### src/rtl/vga_color_reducer.sv
// VGA colour output stage: narrows 8-bit channels to board DAC widths with 4x4 ordered dithering,
// blanks outside active video and keeps syncs aligned (2-cycle latency). Define VGA_DITHER_EN to enable dithering.
module vga_color_reducer #(
  parameter int IN_BITS         = 8,
  parameter int R_BITS          = 3,
  parameter int G_BITS          = 3,
  parameter int B_BITS          = 2,
  parameter int SYNC_ACTIVE_LOW = 1,
  parameter int TEMPORAL        = 0
) (
  input  logic               CLK_25MHZ,
  input  logic               RESET_N,
  input  logic               VGA_HSYNC_IN,
  input  logic               VGA_VSYNC_IN,
  input  logic               VGA_DE_IN,
  input  logic [IN_BITS-1:0] VGA_RED_IN,
  input  logic [IN_BITS-1:0] VGA_GREEN_IN,
  input  logic [IN_BITS-1:0] VGA_BLUE_IN,
  output logic               VGA_HSYNC,
  output logic               VGA_VSYNC,
  output logic [R_BITS-1:0]  VGA_RED,
  output logic [G_BITS-1:0]  VGA_GREEN,
  output logic [B_BITS-1:0]  VGA_BLUE
);

  localparam logic SYNC_IDLE = (SYNC_ACTIVE_LOW != 0) ? 1'b1 : 1'b0;
  localparam int   DR = IN_BITS - R_BITS;
  localparam int   DG = IN_BITS - G_BITS;
  localparam int   DB = IN_BITS - B_BITS;

  logic [3:0] t_raw;
  logic       odd_frame;
  logic [3:0] t;

`ifdef VGA_DITHER_EN
  localparam logic [3:0] BAYER [16] = '{
    4'd0,  4'd8,  4'd2,  4'd10,
    4'd12, 4'd4,  4'd14, 4'd6,
    4'd3,  4'd11, 4'd1,  4'd9,
    4'd15, 4'd7,  4'd13, 4'd5
  };

  logic [1:0] x_q;
  logic [1:0] y_q;
  logic       parity_q;
  logic       de_d_q;
  logic       vs_act_d_q;
  logic       vs_act;

  assign vs_act = (SYNC_ACTIVE_LOW != 0) ? ~VGA_VSYNC_IN : VGA_VSYNC_IN;

  // A vsync activation clears y even when a DE falling edge lands on the same cycle.
  always_ff @(posedge CLK_25MHZ) begin
    if (!RESET_N) begin
      x_q        <= 2'd0;
      y_q        <= 2'd0;
      parity_q   <= 1'b0;
      de_d_q     <= 1'b0;
      vs_act_d_q <= 1'b0;
    end else begin
      de_d_q     <= VGA_DE_IN;
      vs_act_d_q <= vs_act;
      x_q        <= VGA_DE_IN ? x_q + 2'd1 : 2'd0;
      if (vs_act && !vs_act_d_q) begin
        y_q      <= 2'd0;
        parity_q <= ~parity_q;
      end else if (de_d_q && !VGA_DE_IN) begin
        y_q <= y_q + 2'd1;
      end
    end
  end

  assign t_raw     = BAYER[{y_q, x_q}];
  assign odd_frame = parity_q;
`else
  assign t_raw     = 4'd0;
  assign odd_frame = 1'b0;
`endif

  assign t = ((TEMPORAL != 0) && odd_frame) ? ~t_raw : t_raw;

  // Align the 0..15 threshold with the bits that are about to be dropped.
  function automatic logic [IN_BITS-1:0] scale_t(input logic [3:0] thr, input int d);
    logic [IN_BITS+3:0] w;
    w = {{IN_BITS{1'b0}}, thr};
    if (d == 0)      w = '0;
    else if (d >= 4) w = w << (d - 4);
    else             w = w >> (4 - d);
    return IN_BITS'(w);
  endfunction

  function automatic logic [IN_BITS-1:0] sat_add(input logic [IN_BITS-1:0] a,
                                                 input logic [IN_BITS-1:0] b);
    logic [IN_BITS:0] sum;
    sum = {1'b0, a} + {1'b0, b};
    return sum[IN_BITS] ? {IN_BITS{1'b1}} : sum[IN_BITS-1:0];
  endfunction

  logic [IN_BITS-1:0] r1_q, g1_q, b1_q;
  logic               de1_q, hs1_q, vs1_q;

  always_ff @(posedge CLK_25MHZ) begin
    if (!RESET_N) begin
      r1_q  <= '0;
      g1_q  <= '0;
      b1_q  <= '0;
      de1_q <= 1'b0;
      hs1_q <= SYNC_IDLE;
      vs1_q <= SYNC_IDLE;
    end else begin
      r1_q  <= sat_add(VGA_RED_IN,   scale_t(t, DR));
      g1_q  <= sat_add(VGA_GREEN_IN, scale_t(t, DG));
      b1_q  <= sat_add(VGA_BLUE_IN,  scale_t(t, DB));
      de1_q <= VGA_DE_IN;
      hs1_q <= VGA_HSYNC_IN;
      vs1_q <= VGA_VSYNC_IN;
    end
  end

  always_ff @(posedge CLK_25MHZ) begin
    if (!RESET_N) begin
      VGA_RED   <= '0;
      VGA_GREEN <= '0;
      VGA_BLUE  <= '0;
      VGA_HSYNC <= SYNC_IDLE;
      VGA_VSYNC <= SYNC_IDLE;
    end else begin
      VGA_RED   <= de1_q ? R_BITS'(r1_q >> DR) : '0;
      VGA_GREEN <= de1_q ? G_BITS'(g1_q >> DG) : '0;
      VGA_BLUE  <= de1_q ? B_BITS'(b1_q >> DB) : '0;
      VGA_HSYNC <= hs1_q;
      VGA_VSYNC <= vs1_q;
    end
  end

endmodule

### config.mk
export PLATFORM = sky130hd
export DESIGN_NAME = vga_color_reducer
export DESIGN_NICKNAME = d
export VERILOG_FILES = /design/src/rtl/vga_color_reducer.sv
export SDC_FILE = /design/constraint.sdc
export NUM_CORES = 1
export LEC_CHECK = 0
export BUFFER_PORTS_ARGS = -buffer_cell sky130_fd_sc_hd__buf_2
export CAP_MARGIN = 20
export CORE_MARGIN = 5
export CORE_UTILIZATION = 26
export DETAILED_ROUTE_END_ITERATION = 16
export GPL_ROUTABILITY_DRIVEN = 0
export PLACE_DENSITY = 0.54
export SYNTH_ARGS = -nofsm -noshare
export SYNTH_HDL_FRONTEND = slang
export SYNTH_SLANG_ARGS = --single-unit
export TNS_END_PERCENT = 10
### constraint.sdc
create_clock -name CLK_25MHZ -period 1.4 [get_ports CLK_25MHZ]
set_clock_uncertainty 0.05 [all_clocks]
set_input_delay 0.07 -clock CLK_25MHZ [delete_from_list [all_inputs] [get_ports CLK_25MHZ]]
set_output_delay 0.07 -clock CLK_25MHZ [all_outputs]
set_load 0.1 [all_outputs]
# Word level (Yosys, flattened, before mapping)
# Cells that the tools add are included.
dict set report classes {
  n_addsub 3
  n_reduce_logical 1
  mux 4
}
# op n
set ops {}
lappend ops {{two-way mux 8 bit} 4}
lappend ops {{adder 8 x 8 -> 9 bit} 3}
lappend ops {{AND reduction 2 bit} 1}
dict set report totals {
  ff_bits 37
  out_inout_bits 10
  input_bits 29
  elab_cells 19
}

# Depth between registers and ports, before layout
# Gate-level depths: netlist of the first run.
dict set report logic_depth {
  depth_word 3
  ltp_mapped 2
}

# Least setup slack after synthesis of the first run
# OpenSTA, ideal clock, no wires.
dict set report synth_timing {
  kind {register -> output}
  start {register VGA_BLUE[0]}
  end {output VGA_BLUE[0]}
  t_required_ns 1.280
  path_slack_ns 0.371
  arrival_time_ns 0.909
  stages_incl_launch_ff 1
  n_path_buf 0
  path_cell_list {dfxtp_1}
}
# item line
set synth_lines {}
lappend synth_lines {{start, declared} 23} ;# output logic [B_BITS-1:0] VGA_BLUE
lappend synth_lines {{start signal, assigned} 130} ;# VGA_BLUE <= de1_q ? B_BITS'(b1_q >> DB) : '0;
# No word-level cell between the ends.

# Final worst setup path of the first run
dict set report layout_timing {
  start {register VGA_BLUE[1]}
  end {output VGA_BLUE[1]}
}
# No word-level cell between the ends.

==> results of run 1 <==
power breakdown:
part | switching, uW | internal (uW) | leakage [uW]
Sequential | 6.11 | 620 | 0.000173
Combinational | 63.9 | 46.3 | 0.000222
Clock | 167 | 106 | 0.0000177
cell type report:
class,count,area (sq um),share of cell area [%]
sequential,21,420,50.4
timing repair buffer,33,220,26.4
multi-input combinational,21,131,15.7
tap,28,35.0,4.20
clock buffer,3,22.5,2.70
clock inverter,1,5.00,0.600
sequential cells by signal (all words and copies together), names as in the netlist, 2 cells and up:
register	flops
VGA_GREEN	3
r1_q	3
VGA_RED	3
g1_q	3
VGA_BLUE	2
b1_q	2
cell families (layout without fill, tap and decap cells):
logic type    Yosys count  count (layout)  synth area share [%]
flops                  21              21                  73.2
simple gates           21              21                  22.9
buf+inv                 2              37                  3.92
metal layers:
layer	GRT usage [%]	routed length, um	up-vias
met2	9.46	476	16
met1	7.24	406	167
li1	-	-	209
met5	0	0	-
met4	6.95	0	0
met3	3.39	102	0
worst min-delay path by stage:
stage	to	cells after the start	slack [ns]
4_1_cts	VGA_VSYNC	2	0.04
3_5_place_dp	vs1_q	2	0.21
6_report	VGA_VSYNC	2	0.04
2_1_floorplan	VGA_VSYNC	1	0.09
5_1_grt	VGA_VSYNC	2	0.03
3_3_place_gp	hs1_q	2	0.20
per-stage QoR:
step	hold WS [ns]	cells
floorplan	0.0930	44
global placement	0.201	92
detailed placement	0.208	92
CTS	0.0395	107
global route	0.0349	107
finish	0.0389	107
repair_timing:
action | in CTS | in global routing
endpoints found under the hold margin | 11 | 0
resized for setup | 0 | 0
hold buffers | 11 | 0
placed cells by master, fill, tap and decap left out:
| cell | instances |
|---|---|
| clkinv_2 | 1 |
| dfxtp_1 | 21 |
| dlygate4sd3_1 | 11 |
| clkbuf_4 | 3 |
| and3_1 | 8 |
| buf_2 | 22 |
| nand2b_1 | 4 |
| and2_1 | 9 |
==> run metrics, run 1 <==
grt ovf=0; Core Util, Final=around 38%; Post-DP Area=about 700 sq um; Setup violations, final=0; die span in y=roughly 57 um; DRC viols=0; Mapped Avg Cell Area=13.1 sq um; Reg2Reg Setup Slack=0.67 ns; end of the worst register-to-register path=VGA_BLUE[0]; CTS Buffer Depth=2; clk sink count=21; area delta synth->final=45.3%; post-route ant nets=0; top-count cell post-synth=dfxtp_1; Synth area leader=dfxtp_1; worst r2r path cells=1; peak supply drop=0.000403 V; sequential fraction of the synthesis area=73.2%; Total Routed Length=985 um; total power=1010 uW; CP Cell Sequence=buf_2; gr usage total=6.83%; final worst path period share=82.4%; CP Data Arrival Time=1.03 ns; maxcap violations=0; core area=0.00217 sq mm; pwr/cell area=1210 mW/mm^2; Setup crit end=VGA_BLUE[1]; initial antenna violation count=0; flop and latch count out of synthesis=21; WP buf/inv=1; HP Class=input port to register; clk_lat worst skew=0.29 ns; router iterations before antenna repair=4; Slew headroom=67.5%; CTS buffer count=3; largest net degree at the start of global routing=22; delay-heaviest family, CP=buffers and inverters; type of the worst setup path=register to output pin; first-pass GRT wire length=1570 um; DIE WIDTH=57 um; share of cells above drive strength 1=~33%; detailed-route via count=roughly 400; number of synthesized flops with an enable pin=0; port bufs=22; RSZ-0062 raised after global routing=no; slowest stage delay, CP=0.41 ns; fin area=835 sq um; fmax=between 800 and 900 MHz; Pins Over Slew Limit=0; Worst Path Max Fanout=1; Critical Path Start Type=register; total negative slack=0 ns; CTS tree=yes; Worst-Margin Slew=0.491 ns; Yosys top cell area share=between 70% and 80%; total nets after synthesis=between 70 and 80; H-tree depth=1; diode count=0; post-synthesis cell count=44; # IOs=39; Place WS=0.567 ns; Initial Utilization=a little over a quarter; Clock Pin Slew Worst Setup and Hold Paths=0.11 ns; Syn. warnings=0; Tmin final=1.15 ns; number of setup buffers added after CTS=0; vias per inst=about 3.7; slack of the critical path=around 0.25 ns; vias in the first global route=~360; Mapped Area=574 sq um; FF-to-FF Start=de1_q; standard-cell row count=17; P_leak=0.000412 uW; top_reg_cell synth=dfxtp_1; Cell variety after synth=5; Die ar.=between 0.003 and 0.004 sq mm; CP max-delay cell=buf_2; synth top area cells=dfxtp_1, and2_1, and3_1; WP depth=1; worst min-delay path startpoint=RESET_N; dpl hpwl=675 um; Critical path origin=VGA_BLUE[1]; CP endpoint kind=output pin; nets=109; status=completed; Hold Vio Cnt, Final=0; WL per Instance=9.21 um; root buf cell=clkbuf_4; Async SR Flop Fraction=0%; WP data required=1.28 ns; synth cell count leaders=dfxtp_1, and2_1, and3_1, nand2b_1, buf_6; drt first-iter violations=4; # fillers=231
(Power assumes the default switching activity.)
==> run 2: changes to the inputs <==
==> constraint.sdc (replaced) <==
create_clock -name CLK_25MHZ -period 1.2 [get_ports CLK_25MHZ]
set_clock_uncertainty 0.05 [all_clocks]
set_input_delay 0.06 -clock CLK_25MHZ [delete_from_list [all_inputs] [get_ports CLK_25MHZ]]
set_output_delay 0.06 -clock CLK_25MHZ [all_outputs]
set_load 0.1 [all_outputs]
==> run 2 against run 1 <==
  * Register-to-register slack lost 0.20 ns
  * Critical endpoint is now VGA_GREEN[0]
  * Core utilization increased by 0.69 points
  * First-iteration DRC count is the same
  * Largest cell class unchanged
==> run metrics, run 2 (synthesis gave the netlist of run 1 again) <==
gr usage total=6.83%; fmax=876 MHz; detailed-route via count=391; diode count=0; Die ar.=between 0.003 and 0.004 sq mm; CP max-delay cell=buf_2; RSZ-0062 raised after global routing=no; clk_lat worst skew=0.29 ns; largest net degree at the start of global routing=22; die span in y=57 um; CTS tree=yes; drt first-iter violations=4; # IOs=39; Worst-Margin Slew=0.490 ns; status=completed; CP Data Arrival Time=around 1.0 ns; Total Routed Length=just under 1000 um; Cells after DPL=92; nets=109; port bufs=22; Core Util, Final=39.2%; area delta synth->final=47.9%; WP data required=between 1 and 1.5 ns; total negative slack=0 ns; FF-to-FF Start=de1_q; final worst path period share=95.1%; Tmin final=1.14 ns; Net Switching=278 uW; type of the worst setup path=register to output pin; clk sink count=21; most frequent cells in the layout=dfxtp_1, buf_2, dlygate4sd3_1; Flop pwr share=61.9%; HP Class=input port to register; standard-cell row count=17; CTS Buffer Depth=2; pwr/cell area=1390 mW/mm^2; Hold Vio Cnt, Final=0; Initial Utilization=26.5%; dpl hpwl=675 um; core area=between 0.002 and 0.0025 sq mm; router iterations before antenna repair=4; DRC viols=0; combinational power share=11.0%; root buf cell=clkbuf_4; grt ovf=0; slowest stage delay, CP=0.41 ns; Worst Path Max Fanout=1; first-pass GRT wire length=1570 um; maxcap violations=0; Sw Share=a little under a quarter; CP Cell Sequence=buf_2; share of cells above drive strength 1=32.9%; post-route ant nets=0; slack of the critical path=0.0588 ns; CTS buffer count=3; CP endpoint kind=output pin; vias in the first global route=356; Final Hold Slack=between 0.03 and 0.04 ns; worst min-delay path startpoint=RESET_N; Critical Path Start Type=register; Slew headroom=67.5%; initial antenna violation count=0; P_leak=0.000409 uW; Place WS=0.377 ns; WP buf/inv=1; Clock power frac=27.1%; total internal power=903 uW; WL per Instance=slightly above 9 um; most common cell after layout, fill and taps aside=dfxtp_1; vias per inst=3.65; Critical path origin=VGA_GREEN[0]; DIE WIDTH=57 um; Setup violations, final=0; peak supply drop=around 0.00047 V; Pins Over Slew Limit=0; Clock Pin Slew Worst Setup and Hold Paths=0.11 ns; H-tree depth=1; Non-Filler Instances=roughly 110; delay-heaviest family, CP=buffers and inverters
## run 2: changes by cell type in the layout (fill, tap and decap cells not counted), sizes merged
cell	delta
buf	-6
clkbuf	+6
## run 2: final timing paths
| check | end | slack, ns | cells past startpoint |
|---|---|---|---|
| worst max-delay path | VGA_GREEN[0] | 0.06 | 1 |
| worst min-delay path | VGA_VSYNC | 0.03 | 2 |
| worst max register to register | VGA_BLUE[0] | 0.47 | 1 |
| worst min register to register | VGA_HSYNC | 0.37 | 1 |
## run 2: stage by stage
step | instance area, sq um | total power [uW]
2_1_floorplan | 574 | 824
3_3_place_gp | 697 | 847
3_5_place_dp | 697 | 850
4_1_cts | 835 | 1200
5_1_grt | 850 | 1260
6_report | 850 | 1180
## run 2: cell type report
cell class              count  area (sq um)
multi-input cells          21           131
repair buffers             33           235
fillers                   229          1320
well taps                  28          35.0
flip-flops and latches     21           420
clock buffers               3          22.5
clock inverters             1          5.00
## run 2: timing repair
item,in CTS,in global routing
buffers inserted,0,0
hold buffers,11,0
gates resized for setup,0,6
hold endpoints to repair,11,0
endpoints found under the setup margin,0,6
## run 2: power groups by stage
stage / logic, uW / clock network, uW / registers [uW]
floorplan: 27.4 / 0 / 797
global placement: 102 / 0 / 746
detailed placement: 103 / 0 / 747
CTS: 130 / 337 / 731
global route: 139 / 383 / 734
finish: 130 / 320 / 731
## run 2: metal layers
layer | vias up | global-route usage (%) | wire (um)
met4 | 0 | 6.95 | 0
met1 | 167 | 7.24 | 410
met3 | 0 | 3.39 | 100
li1 | 208 | - | -
met5 | - | 0 | 0
met2 | 16 | 9.46 | 474
==> run 3: changes to the inputs <==
--- a/config.mk
+++ b/config.mk
@@ -7,11 +7,13 @@
 export LEC_CHECK = 0
 export BUFFER_PORTS_ARGS = -buffer_cell sky130_fd_sc_hd__buf_2
 export CAP_MARGIN = 20
+export CELL_PAD_IN_SITES_DETAIL_PLACEMENT = 0
+export CELL_PAD_IN_SITES_GLOBAL_PLACEMENT = 1
 export CORE_MARGIN = 5
 export CORE_UTILIZATION = 26
 export DETAILED_ROUTE_END_ITERATION = 16
 export GPL_ROUTABILITY_DRIVEN = 0
-export PLACE_DENSITY = 0.54
+export PLACE_DENSITY = 0.7
 export SYNTH_ARGS = -nofsm -noshare
 export SYNTH_HDL_FRONTEND = slang
 export SYNTH_SLANG_ARGS = --single-unit
==> run 3 against run 2 <==
  * Via count grew 2.0%
  * Total power shrank 0.14%
  * Non-clock buffer count is the same
  * Register-to-register slack gained 0.02 ns
  * Clock power is essentially flat
  * Sequential power is essentially flat
  * Worst hold slack gained 0.0050 ns
  * Fmax grew 0.25%
  * Flip-flop and latch count is the same
  * Worst setup slack gained 0.0028 ns
  * Cell count is the same
  * Critical endpoint is now VGA_VSYNC
  * Highest routed layer is now met4
==> run metrics, run 3 (synthesis gave the netlist of run 1 again) <==
vias in the first global route=about 390; fmax=878 MHz; status=completed; clk sink count=21; end of the worst register-to-register path=VGA_RED[1]; Total Routed Length=965 um; clk_lat worst skew=0.28 ns; WP depth=1; Hold Crit Endpoint=VGA_VSYNC; DRC viols=0; Initial Utilization=roughly a quarter; Reg2Reg Setup Slack=0.49 ns; Critical Path Start Type=register; core area=~0.0022 sq mm; peak supply drop=roughly 0.00048 V; CP Data Arrival Time=roughly 1.0 ns; DIE WIDTH=approximately 57 um; Clock Pin Slew Worst Setup and Hold Paths=0.11 ns; CP max-delay cell=buf_2; WP buf/inv=1; worst min-delay path startpoint=RESET_N; post-CTS resize count=0; largest net degree at the start of global routing=22; die span in y=57 um; diode count=0; CP Cell Sequence=buf_2; RSZ-0062 raised after global routing=no; grt ovf=0; share of cells above drive strength 1=31.6%; Worst Path Max Fanout=1; CTS Buffer Depth=2; vias per inst=3.73; most common cell after layout, fill and taps aside=buf_2; root buf cell=clkbuf_4; Core Util, Final=38.4%; nets=109; Hold Path Cell Cnt=2; post-route ant nets=0; HP Class=input port to register; P_leak=around 0.00041 uW; gr usage total=6.60%; WL per Instance=9.02 um; detailed-route via count=~400; maxcap violations=0; pwr/cell area=1420 mW/mm^2; area delta synth->final=45.1%; router iterations before antenna repair=2; delay-heaviest family, CP=buffers and inverters; port bufs=22; Worst-Margin Slew=between 0.4 and 0.5 ns; Tmin final=1.14 ns; Final Hold Slack=0.0351 ns; first-pass GRT wire length=1550 um; # IOs=39; Die ar.=0.00325 sq mm; H-tree depth=1; most frequent cells in the layout=buf_2, dfxtp_1, dlygate4sd3_1; CP endpoint kind=output pin; WP data required=1.09 ns; final worst path period share=approximately 95%; Hold Vio Cnt, Final=0; CTS buffer count=3; Slew headroom=67.5%; initial antenna violation count=0; CTS tree=yes; drt first-iter violations=4; type of the worst setup path=register to output pin; Pins Over Slew Limit=0; FF-to-FF Start=de1_q; worst r2r path cells=1; total negative slack=0 ns; slowest stage delay, CP=0.42 ns; Setup violations, final=0; standard-cell row count=17
-- run 3: stage by stage --
stage | worst slack (ns) | cell area [sq um] | power [uW] | std cells
2_1_floorplan | 0.181 | 574 | 824 | 44
3_3_place_gp | 0.383 | 697 | 847 | 92
3_5_place_dp | 0.389 | 697 | 850 | 92
4_1_cts | 0.0495 | 833 | 1200 | 107
5_1_grt | 0.00880 | 833 | 1240 | 107
6_report | 0.0616 | 833 | 1180 | 107
-- run 3: timing repair --
action                                 in CTS  in global routing
endpoints found under the hold margin      11                  0
setup buffers                               0                  0
hold buffers                               11                  0
-- run 3: report_power, final --
part | internal, uW | switching (uW) | leakage [uW] | total, uW
logic | 54.0 | 74.5 | 0.000222 | 129
clock network | 129 | 191 | 0.0000150 | 320
registers | 723 | 7.26 | 0.000173 | 730
total | 906 | 273 | 0.000410 | 1180
-- run 3: layout make-up --
cell class,count,area (sq um)
clock buffer,4,26.3
fill,235,1340
multi-input combinational,21,131
sequential,21,420
tap,28,35.0
timing repair buffer,33,220
-- run 3: worst max path at each step --
stage                       end         from
floorplan           VGA_BLUE[0]  VGA_BLUE[0]
global placement     VGA_RED[1]   VGA_RED[1]
detailed placement   VGA_RED[1]   VGA_RED[1]
CTS                  VGA_RED[1]   VGA_RED[1]
global route        VGA_BLUE[1]  VGA_BLUE[1]
finish                VGA_VSYNC    VGA_VSYNC
-- run 3: metal layers --
metal | track usage (%) | vias to the layer above | share of wire, %
met3 | 2.49 | 2 | 7.4
met5 | 0 | - | 0
met1 | 5.17 | 176 | 36
li1 | - | 210 | -
met2 | 12.2 | 11 | 55
met4 | 5.96 | 0 | 2.3
